**src/rtl/pipelined_cla_subtractor_pkg.sv**
```systemverilog
// Shared constants and helpers for the pipelined CLA subtractor.
//   SLICE_WIDTH      : bits resolved per pipeline stage
//   sign_pair_t      : operand sign bits travelling with a beat
//   StageCount()     : number of slice stages for a given operand width
//   signed_overflow(): two's-complement overflow rule for A - B
package pipelined_cla_subtractor_pkg;

  localparam int unsigned SLICE_WIDTH = 4;

  typedef struct packed {
    logic a_msb;
    logic b_msb;
  } sign_pair_t;

  function automatic int unsigned StageCount(input int unsigned width);
    return width / SLICE_WIDTH;
  endfunction

  // Difference overflows only when operand signs differ and the result sign
  // disagrees with the minuend.
  function automatic logic signed_overflow(input sign_pair_t s, input logic result_msb);
    return (s.a_msb != s.b_msb) && (result_msb != s.a_msb);
  endfunction

endpackage

```
**src/rtl/pipelined_cla_subtractor_cla4.sv**
```systemverilog
// 4-bit carry-lookahead adder slice.
//   InputA, InputB : 4-bit addends
//   InputCarry     : carry-in
//   Output         : 4-bit sum
//   OutputCarry    : carry-out of bit 3
module CarryLookaheadAdder4 (
  input  logic [3:0] InputA,
  input  logic [3:0] InputB,
  input  logic       InputCarry,
  output logic [3:0] Output,
  output logic       OutputCarry
);

  logic [3:0] gen;
  logic [3:0] prop;
  logic [4:0] carry;

  assign gen  = InputA & InputB;
  assign prop = InputA ^ InputB;

  // Every carry is expanded directly from generate/propagate terms.
  assign carry[0] = InputCarry;
  assign carry[1] = gen[0] | (prop[0] & carry[0]);
  assign carry[2] = gen[1] | (prop[1] & gen[0]) | (prop[1] & prop[0] & carry[0]);
  assign carry[3] = gen[2] | (prop[2] & gen[1]) | (prop[2] & prop[1] & gen[0])
                  | (prop[2] & prop[1] & prop[0] & carry[0]);
  assign carry[4] = gen[3] | (prop[3] & gen[2]) | (prop[3] & prop[2] & gen[1])
                  | (prop[3] & prop[2] & prop[1] & gen[0])
                  | (prop[3] & prop[2] & prop[1] & prop[0] & carry[0]);

  assign Output      = prop ^ carry[3:0];
  assign OutputCarry = carry[4];

endmodule

```
**src/rtl/pipelined_cla_subtractor.sv**
```systemverilog
// Pipelined WIDTH-bit subtractor: Output = InputA - InputB - InputBorrow,
// computed as A + ~B + ~InputBorrow, one 4-bit CLA slice per stage.
//   Clock, nReset              : clock, async active-low reset
//   InputValid/InputReady      : operand handshake (InputReady is combinational)
//   InputA, InputB, InputBorrow: minuend, subtrahend, borrow-in
//   OutputValid/OutputReady    : result handshake
//   Output                     : difference modulo 2^WIDTH
//   OutputBorrow               : unsigned borrow-out
//   OutputOverflow             : signed overflow of the difference
module pipelined_cla_subtractor
  import pipelined_cla_subtractor_pkg::*;
#(
  parameter int unsigned WIDTH = 16
) (
  input  logic             Clock,
  input  logic             nReset,
  input  logic             InputValid,
  output logic             InputReady,
  input  logic [WIDTH-1:0] InputA,
  input  logic [WIDTH-1:0] InputB,
  input  logic             InputBorrow,
  output logic             OutputValid,
  input  logic             OutputReady,
  output logic [WIDTH-1:0] Output,
  output logic             OutputBorrow,
  output logic             OutputOverflow
);

  localparam int unsigned STAGES = StageCount(WIDTH);

  if ((WIDTH % SLICE_WIDTH) != 0 || WIDTH < SLICE_WIDTH) begin : g_width_check
    $error("pipelined_cla_subtractor: WIDTH must be a non-zero multiple of 4");
  end

  // Level k (0..STAGES-1) feeds slice k. word_q holds finished low result
  // slices below slice k and still-unprocessed minuend slices from slice k up;
  // nb_q holds the inverted subtrahend. Level 0 is the operand capture register.
  logic                                advance;
  logic                                valid_q [STAGES];
  logic [WIDTH-1:0]                    word_q  [STAGES];
  logic [WIDTH-1:0]                    nb_q    [STAGES];
  logic                                carry_q [STAGES];
  sign_pair_t                          sign_q  [STAGES];
  logic [STAGES-1:0][SLICE_WIDTH-1:0]  slice_sum;
  logic [STAGES-1:0]                   slice_cout;
  logic [WIDTH-1:0]                    last_word;

  logic                                out_valid_q;
  logic [WIDTH-1:0]                    out_q;
  logic                                borrow_q;
  logic                                ovf_q;

  // Global stall: the whole pipe moves only when the output slot frees up.
  assign advance    = !out_valid_q || OutputReady;
  assign InputReady = advance;

  // One CLA slice per stage; the subtrahend is already inverted in nb_q.
  for (genvar k = 0; k < STAGES; k++) begin : g_slice
    CarryLookaheadAdder4 u_cla (
      .InputA     (word_q[k][SLICE_WIDTH*k +: SLICE_WIDTH]),
      .InputB     (nb_q[k][SLICE_WIDTH*k +: SLICE_WIDTH]),
      .InputCarry (carry_q[k]),
      .Output     (slice_sum[k]),
      .OutputCarry(slice_cout[k])
    );
  end

  // Completed difference at the end of the last slice.
  always_comb begin
    last_word = word_q[STAGES-1];
    last_word[WIDTH-1 -: SLICE_WIDTH] = slice_sum[STAGES-1];
  end

  // Pipeline registers. Data only loads behind a valid beat so outputs keep
  // their last value across bubbles; valid bits always shift on advance.
  always_ff @(posedge Clock or negedge nReset) begin
    if (!nReset) begin
      for (int unsigned k = 0; k < STAGES; k++) begin
        valid_q[k] <= 1'b0;
        word_q[k]  <= '0;
        nb_q[k]    <= '0;
        carry_q[k] <= 1'b0;
        sign_q[k]  <= '0;
      end
      out_valid_q <= 1'b0;
      out_q       <= '0;
      borrow_q    <= 1'b0;
      ovf_q       <= 1'b0;
    end else if (advance) begin
      valid_q[0] <= InputValid;
      if (InputValid) begin
        word_q[0]       <= InputA;
        nb_q[0]         <= ~InputB;
        carry_q[0]      <= ~InputBorrow;
        sign_q[0].a_msb <= InputA[WIDTH-1];
        sign_q[0].b_msb <= InputB[WIDTH-1];
      end

      for (int unsigned k = 1; k < STAGES; k++) begin
        valid_q[k] <= valid_q[k-1];
        if (valid_q[k-1]) begin
          word_q[k]                                  <= word_q[k-1];
          word_q[k][SLICE_WIDTH*(k-1) +: SLICE_WIDTH] <= slice_sum[k-1];
          nb_q[k]                                    <= nb_q[k-1];
          carry_q[k]                                 <= slice_cout[k-1];
          sign_q[k]                                  <= sign_q[k-1];
        end
      end

      out_valid_q <= valid_q[STAGES-1];
      if (valid_q[STAGES-1]) begin
        out_q    <= last_word;
        borrow_q <= ~slice_cout[STAGES-1];
        ovf_q    <= signed_overflow(sign_q[STAGES-1], last_word[WIDTH-1]);
      end
    end
  end

  assign OutputValid    = out_valid_q;
  assign Output         = out_q;
  assign OutputBorrow   = borrow_q;
  assign OutputOverflow = ovf_q;

endmodule

```
**config.mk**
```make
export PLATFORM = sky130hd
export DESIGN_NAME = pipelined_cla_subtractor
export DESIGN_NICKNAME = d
export VERILOG_FILES = /design/src/rtl/pipelined_cla_subtractor_pkg.sv /design/src/rtl/pipelined_cla_subtractor_cla4.sv /design/src/rtl/pipelined_cla_subtractor.sv
export SDC_FILE = /design/constraint.sdc
export NUM_CORES = 1
export LEC_CHECK = 0
export BUFFER_PORTS_ARGS = -buffer_cell sky130_fd_sc_hd__buf_4
export CORE_MARGIN = 2
export CORE_UTILIZATION = 32
export DETAILED_ROUTE_END_ITERATION = 10
export PLACE_DENSITY = 0.58
export SLEW_MARGIN = 20
export SYNTH_ARGS = -nofsm -noshare
export SYNTH_HDL_FRONTEND = slang
export SYNTH_SLANG_ARGS = --single-unit
```
**constraint.sdc**
```tcl
create_clock -name Clock -period 5 [get_ports Clock]
set_input_delay 1 -clock Clock [delete_from_list [all_inputs] [get_ports Clock]]
set_output_delay 1 -clock Clock [all_outputs]
set_load 0.1 [all_outputs]
```
After elaboration in Yosys (flattened, before gate mapping)
Cells that the tools add are included.
{ "totals": {"reg_bits": 163, "inputBits": 37, "out_inout_bits": 20, "word_cells": 157} }
{ "classes": {"eq_ne": 2, "n_bitwise": 119, "reduce_logical": 8} }
{ "op_table": {"columns": ["operator", "n"], "rows": [
  ["bitwise AND 1 bit", 64],
  ["OR 1 bit", 40],
  ["bitwise XOR 4 bit", 8],
  ["bitwise AND 4 bit", 4],
  ["inverter 16 bit", 1],
  ["AND reduction 2 bit", 5],
  ["!= test 1 bit", 2],
  ["inverter 1 bit", 2],
  ["logical AND 1 bit", 1],
  ["zero test 1 bit", 1],
  ["logical OR 1 bit", 1]
]} }

Longest topological paths before layout
Gate-level depths: netlist of run 1.
{ "logic_depth": {"word_depth": 8, "depth_mapped": 7, "depth_no_buf": 5} }

Modules after synthesis
From an unflattened synthesis of run 1, not the netlist that was laid out.
{ "hier_totals": {"cells_unflattened": 381, "area_unflattened_um2": 6018.3} }
{ "by_module_without_submodules": {"columns": ["mod", "n_inst", "cells_per_inst", "area_each_um2", "seq_area_each_um2"], "rows": [
  ["pipelined_cla_subtractor", 1, 317, 5442.7, 3378.2],
  ["CarryLookaheadAdder4 (g_slice[0].u_cla ...)", 3, 17, 147.6, 0.0],
  ["CarryLookaheadAdder4 (g_slice[3].u_cla)", 1, 13, 132.6, 0.0]
]} }

Worst setup path after synthesis of run 1
No wires, ideal clock.
{ "synth_path": {"path_type": "register to output", "startpoint": "register out_valid_q, in the netlist OutputValid", "endpoint": "output port InputReady", "t_arrival_ns": 1.510, "required_time_ns": 4.000, "setup_slack_ns": 2.490, "stages_incl_launch_ff": 4, "path_buffers": 1, "cell_sequence": "dfrtp_1 -> nor2b_2 -> inv_2 -> buf_6"} }
{ "synth_via": {"elab_chain_len": 2} }
{ "synth_rtl": {"columns": ["element", "line_no", "text"], "rows": [
  ["from (decl)", "pipelined_cla_subtractor.sv:48", "logic out_valid_q;"],
  ["from (signal assigned)", "pipelined_cla_subtractor.sv:110", "out_valid_q <= valid_q[STAGES-1];"],
  ["zero test 1 bit", "pipelined_cla_subtractor.sv:54", "assign advance = !out_valid_q || OutputReady;"],
  ["logical OR 1 bit", "pipelined_cla_subtractor.sv:54", null],
  ["to (decl)", "pipelined_cla_subtractor.sv:18", "output logic InputReady,"]
]} }
No other way between the ends.

Worst setup path in the final report of run 1
{ "layout_path": {"startpoint": "input port OutputReady", "endpoint": "output port InputReady"} }
{ "layout_via": {"elab_chain_len": 1} }
{ "layout_rtl": {"columns": ["element", "line_no", "text"], "rows": [
  ["from (decl)", "pipelined_cla_subtractor.sv:23", "input logic OutputReady,"],
  ["logical OR 1 bit", "pipelined_cla_subtractor.sv:54", null]
]} }
No other way between the ends.

==> results of run 1 <==
[metrics by stage]
step | cells | hold WS [ns] | setup slack [ns] | util, %
after floorplan | 400 | 0.443 | 2.49 | -
after global placement | 668 | 0.460 | 1.92 | 36.1
after detailed placement | 668 | 0.471 | 1.80 | 36.1
after CTS | 698 | 0.484 | 2.18 | 39.2
after global routing | 698 | 0.500 | 2.05 | 39.2
final | 698 | 0.477 | 2.18 | 39.2
[final timing paths]
| path | from | to | slack [ns] | cells past startpoint |
|---|---|---|---|---|
| max | OutputReady | InputReady | 2.18 | 4 |
| min | nb_q[63] | nb_q[63] | 0.48 | 2 |
| max reg2reg | OutputValid | word_q[56] | 2.55 | 5 |
| min reg2reg | nb_q[63] | nb_q[63] | 0.48 | 2 |
| max in group asynchronous | nReset | sign_q[0] | 3.34 | 2 |
| min in group asynchronous | nReset | word_q[60] | 0.69 | 1 |
[area by class of cell]
class | instances | area (µm²)
Timing Repair Buffer | 59 | 443
Clock buffer | 26 | 489
Clock inverter | 4 | 45.0
Inverter | 8 | 30.0
Multi-Input combinational cell | 241 | 2090
Fill cell | 1620 | 10500
Tap cell | 225 | 282
Sequential cell | 135 | 3380
[sequential cells by signal, summed over array words and instances, names as in the netlist]
register and cells:
nb_q 40, word_q 52, OutputBorrow 1, Output 16, last_word 12, sign_q 4
valid_q 4, carry_q 4, OutputOverflow 1, OutputValid 1
[kinds of logic (layout without fill, tap and decap cells)]
kind of cell | count (synthesis) | in the layout | share of synthesized area, %
flops | 135 | 135 | 60.3
mux | 101 | 101 | 20.2
simple gates | 57 | 57 | 4.62
compound gates | 55 | 55 | 6.16
buf+inv | 24 | 97 | 2.54
fa+ha+maj | 20 | 20 | 5.00
xor+xnor | 8 | 8 | 1.25
[power groups by stage]
stage	clock (mW)	combinational (mW)	sequential [mW]
5_1_grt	1.21	2.26	1.95
3_3_place_gp	0	2.03	1.88
6_report	1.13	2.06	1.88
2_1_floorplan	0	1.20	2.32
4_1_cts	1.15	2.09	1.89
3_5_place_dp	0	2.08	1.90
[synthesized netlist by cell type (2+ instances only)]
| library cell | number |
|---|---|
| buf_2 | 6 |
| inv_1 | 7 |
| nand2_2 | 2 |
| mux2i_1 | 6 |
| nor2b_1 | 4 |
| o211ai_1 | 4 |
| xor2_1 | 2 |
| nand2_1 | 41 |
| nand3_1 | 3 |
| mux2_1 | 2 |
| ha_1 | 16 |
| dfrtp_1 | 135 |
| mux2_2 | 93 |
| a21oi_1 | 4 |
| buf_4 | 4 |
| buf_6 | 4 |
| xnor2_1 | 6 |
| clkbuf_1 | 2 |
| a21o_1 | 7 |
| o21ai_0 | 29 |
| fa_1 | 4 |
| a2111o_1 | 3 |
| o31ai_1 | 4 |
[worst max-delay path, cell delays in order]
cell and delay [ns]:
buf_4 0.11, nor2b_2 0.23, inv_2 0.19, buf_4 0.28
[per-layer routing]
metal	vias to the layer above	GRT usage (%)	part of all wire [%]
met5	-	0	0
met4	0	5.27	2.2
met3	14	4.25	5.1
met2	61	16.3	43
met1	1564	16.0	49
li1	1531	-	-
[cell usage in the layout (no fill, tap or decap), types with 7 or more instances in the layout]
cell type  count
nand2_1       40
o21ai_0       29
buf_4         59
inv_1          7
dfrtp_1      135
ha_1          16
a21o_1         7
clkbuf_16     17
mux2_2        93
==> flow_summary.yaml, run 1 <==
synthesis:
  ys_top_cells_by_area: "dfrtp_1, mux2_2, ha_1, nand2_1, o21ai_0"
  synth_top_area_cell: "dfrtp_1"
  postSynthCellCount: 400
  ys_seq_area_share_pct: 60.3
  synth_seq_cells: 135
  ys_async_sr_fraction_pct: 100
  syn_area_per_cell_um2: 14.0
  yosys.area.top_type_share_pct: 60.3
  synthFlopType: "dfrtp_1"
  ys.warnings.count: 0
  synth_area_um2: 5610
  synth-edff-count: 0
  ys_types: 35
  synth_nets: 457
detailed_routing:
  drc: 0
  dr.first_iter.drc_count: 132
  vias: 3170
  antenna_left: 0
  vias_per_cell: 4.54
  firstDrtPassIters: 4
  routedWlPerCell_um: 13.9
  postRouteWirelength_um: 9730
sta:
  tns_ns: 0
  worst_slew_pin_slew_ns: 0.912
  setup_violations: 0
  finalHoldViolCount: 0
  skew_ns: 0.00713
  max_freq_ghz: 0.355
  slew_headroom_pct: 39.0
  period_minus_slack_ns: 2.82
  rsz0062_at_grt: "no"
  post-route-period-util_pct: 56.3
  slew_violations: 0
grt:
  grt_pass1_wl_um: 16600
  grt_use_total_pct: 11.6
  grt_pass1_vias: 3247
  antenna_found_initial: 0
  grt_max_degree: 70
  overflow: 0
cts:
  clk_pin_slew_ns: 0.05
  numCtsBuffers: 17
  cts_setup_buffers: 0
  cts_resized: 0
  h-tree-depth: 4
  clock_path_buffers: 2
  holdBufCountCts: 0
  clockRootBuffer: "clkbuf_16"
  worstSkewPairLatency_ns: 0.40
  cts_tree: "built"
  cts.sinks: 135
setup_path:
  cp-start-kind: "input port"
  crit_path_end_kind: "primary output"
  critPathRequiredTime_ns: 4.00
  cp_data_arrival_time_ns: 1.82
  path_class: "in -> out"
  cp_max_fo: 13
pwr:
  p_comb_share_pct: 40.7
  power_switching_mw: 1.91
  p_int_mw: 3.15
  sequentialPowerShare_pct: 37.1
  power_frac_clock_pct: 22.2
  power.leakage_nw: 3.12
  p_total_mw: 5.06
  ir_worst_vdd_v: 0.000386
  power_density_nw_per_um2: 750
  swShare_pct: 37.8
job:
  maxCapViolCount: 0
min_path:
  min_path_type: "reg -> reg"
die:
  pin_count: 57
  core-area_um2: 17200
  start_util_pct: 32.5
  die_area_um2: 18600
  rows: 48
  die_x_um: 136
  dieHeight_um: 136
placement:
  dp_hpwl_um: 6870
  gp_congestion: 0.737
  dpl_cell_area_um2: 6220
  io_buffers: 56
cells_and_area:
  num_antenna_cells: 0
  stdcell_area_um2: 6750
  drive_gt1_share_pct: 38.7
  num-nets-final: 519
  syn2layout_area_growth_pct: 20.5
outcome:
  status: "complete, no violations"
Power figures use the tool's default switching activity.
==> run 2, diff against run 1 <==
clock period = 2.9 ns   (was 5 ns; I/O delays follow)
==> run 2 against run 1 <==
Net effect: critical path depth shrank 1; via count is 0.63% lower; critical endpoint unchanged; critical path type is now reg -> out; sequential power grew 73%; non-clock buffer count grew 1; highest routed layer unchanged; clock power increased by 76%.
==> flow_summary.yaml, run 2 (synthesis results as in run 1) <==
die:
  rows: 48
  die_x_um: 136
  dieHeight_um: 136
  die_area_um2: 18600
  core-area_um2: 17200
  start_util_pct: 32.5
  pin_count: 57
sta:
  worst_slew_pin_slew_ns: 0.602
  tns_ns: 0
  max_freq_ghz: 0.467
  slew_violations: 0
  finalHoldViolCount: 0
  slew_headroom_pct: 59.9
  post-route-period-util_pct: 73.9
  rsz0062_at_grt: "no"
  skew_ns: 0.00642
  period_minus_slack_ns: 2.14
  setup_violations: 0
cells_and_area:
  largest-register: "word_q"
  largest_register_ffs: 52
  final_cell_mix: "dfrtp_1, mux2_2, buf_4"
  fillers: 1626
  drive_gt1_share_pct: 39.2
  num-nets-final: 520
  mostFrequentLayoutCell: "dfrtp_1"
  syn2layout_area_growth_pct: 21.5
  num_antenna_cells: 0
cts:
  cts_tree: "built"
  holdBufCountCts: 0
  clock_path_buffers: 2
  cts.sinks: 135
  clk_pin_slew_ns: 0.05
  worstSkewPairLatency_ns: 0.41
  cts_resized: 0
  cts_setup_buffers: 0
  clockRootBuffer: "clkbuf_16"
  numCtsBuffers: 17
  h-tree-depth: 4
setup_path:
  reg2reg_depth: 5
  rr_startpoint: "nb_q[14]"
  startpoint: "OutputValid"
  cp-endpoint: "InputReady"
  critPathRequiredTime_ns: 2.32
  reg2reg_slack_ns: 1.09
  cp-start-kind: "flop"
  path_class: "reg -> out"
  r2r_end: "OutputOverflow"
  cp_max_fo: 13
  cp_data_arrival_time_ns: 1.56
  crit_path_end_kind: "primary output"
grt:
  overflow: 0
  grt_max_degree: 54
  grt_use_total_pct: 11.9
  antenna_found_initial: 0
  grt_pass1_vias: 3310
  grt_pass1_wl_um: 16800
placement:
  io_buffers: 56
  dp_hpwl_um: 7090
  gp_congestion: 0.762
detailed_routing:
  drc: 0
  routedWlPerCell_um: 14.2
  firstDrtPassIters: 4
  dr.first_iter.drc_count: 158
  antenna_left: 0
  vias_per_cell: 4.50
  postRouteWirelength_um: 9930
  vias: 3150
pwr:
  power.leakage_nw: 3.14
  p_total_mw: 8.82
  ir_worst_vdd_v: 0.000614
  power_density_nw_per_um2: 1300
outcome:
  status: "complete, no violations"
job:
  maxCapViolCount: 0
min_path:
  min_path_type: "in -> async"
-- run 2: through the flow --
| stage | area (µm²) | util [%] | hold WS [ns] | setup slack, ns | cells |
|---|---|---|---|---|---|
| global route | 6810 | 39.5 | 0.224 | 0.694 | 700 |
| global placement | 6260 | 36.3 | 0.463 | 0.907 | 669 |
| finish | 6810 | 39.5 | 0.176 | 0.757 | 700 |
| CTS | 6810 | 39.5 | 0.184 | 0.741 | 700 |
| detailed placement | 6260 | 36.3 | 0.466 | 0.818 | 669 |
| floorplan | 5610 | - | 0.284 | 0.621 | 400 |
-- run 2: critical path: stages, from the launching register on --
cell	delay, ns
dfrtp_1	0.38
nor2b_2	0.19
inv_2	0.22
buf_4	0.35
-- run 2: how the worst min path moves through the flow --
| stage | endpoint | slack, ns |
|---|---|---|
| final | nb_q[61] | 0.18 |
| after global routing | nb_q[62] | 0.22 |
| after CTS | nb_q[48] | 0.18 |
| after detailed placement | nb_q[55] | 0.47 |
| after global placement | nb_q[63] | 0.46 |
| after floorplan | OutputBorrow | 0.28 |
-- run 2: area by class of cell --
class / instances / area [µm²] / share of cell area (%)
sequential: 135 / 3380 / 49.6
clock buffer: 21 / 440 / 6.47
inverter: 8 / 30.0 / 0.441
tap: 225 / 282 / 4.13
clock inverter: 10 / 106 / 1.56
timing repair buffer: 60 / 488 / 7.17
multi-input combinational: 241 / 2080 / 30.6
-- run 2: power breakdown --
group	total [mW]	leakage [nW]	internal, mW	switching [mW]
Clock	1.99	0.270	1.25	0.742
Combinational	3.58	1.24	1.48	2.10
Sequential	3.25	1.63	2.73	0.519
Total	8.82	3.14	5.46	3.36
-- run 2: metal layers --
metal	part of all wire (%)	track usage [%]
met3	4.5	4.44
met4	2.1	5.15
met1	50	16.3
met2	43	16.8
met5	0	0
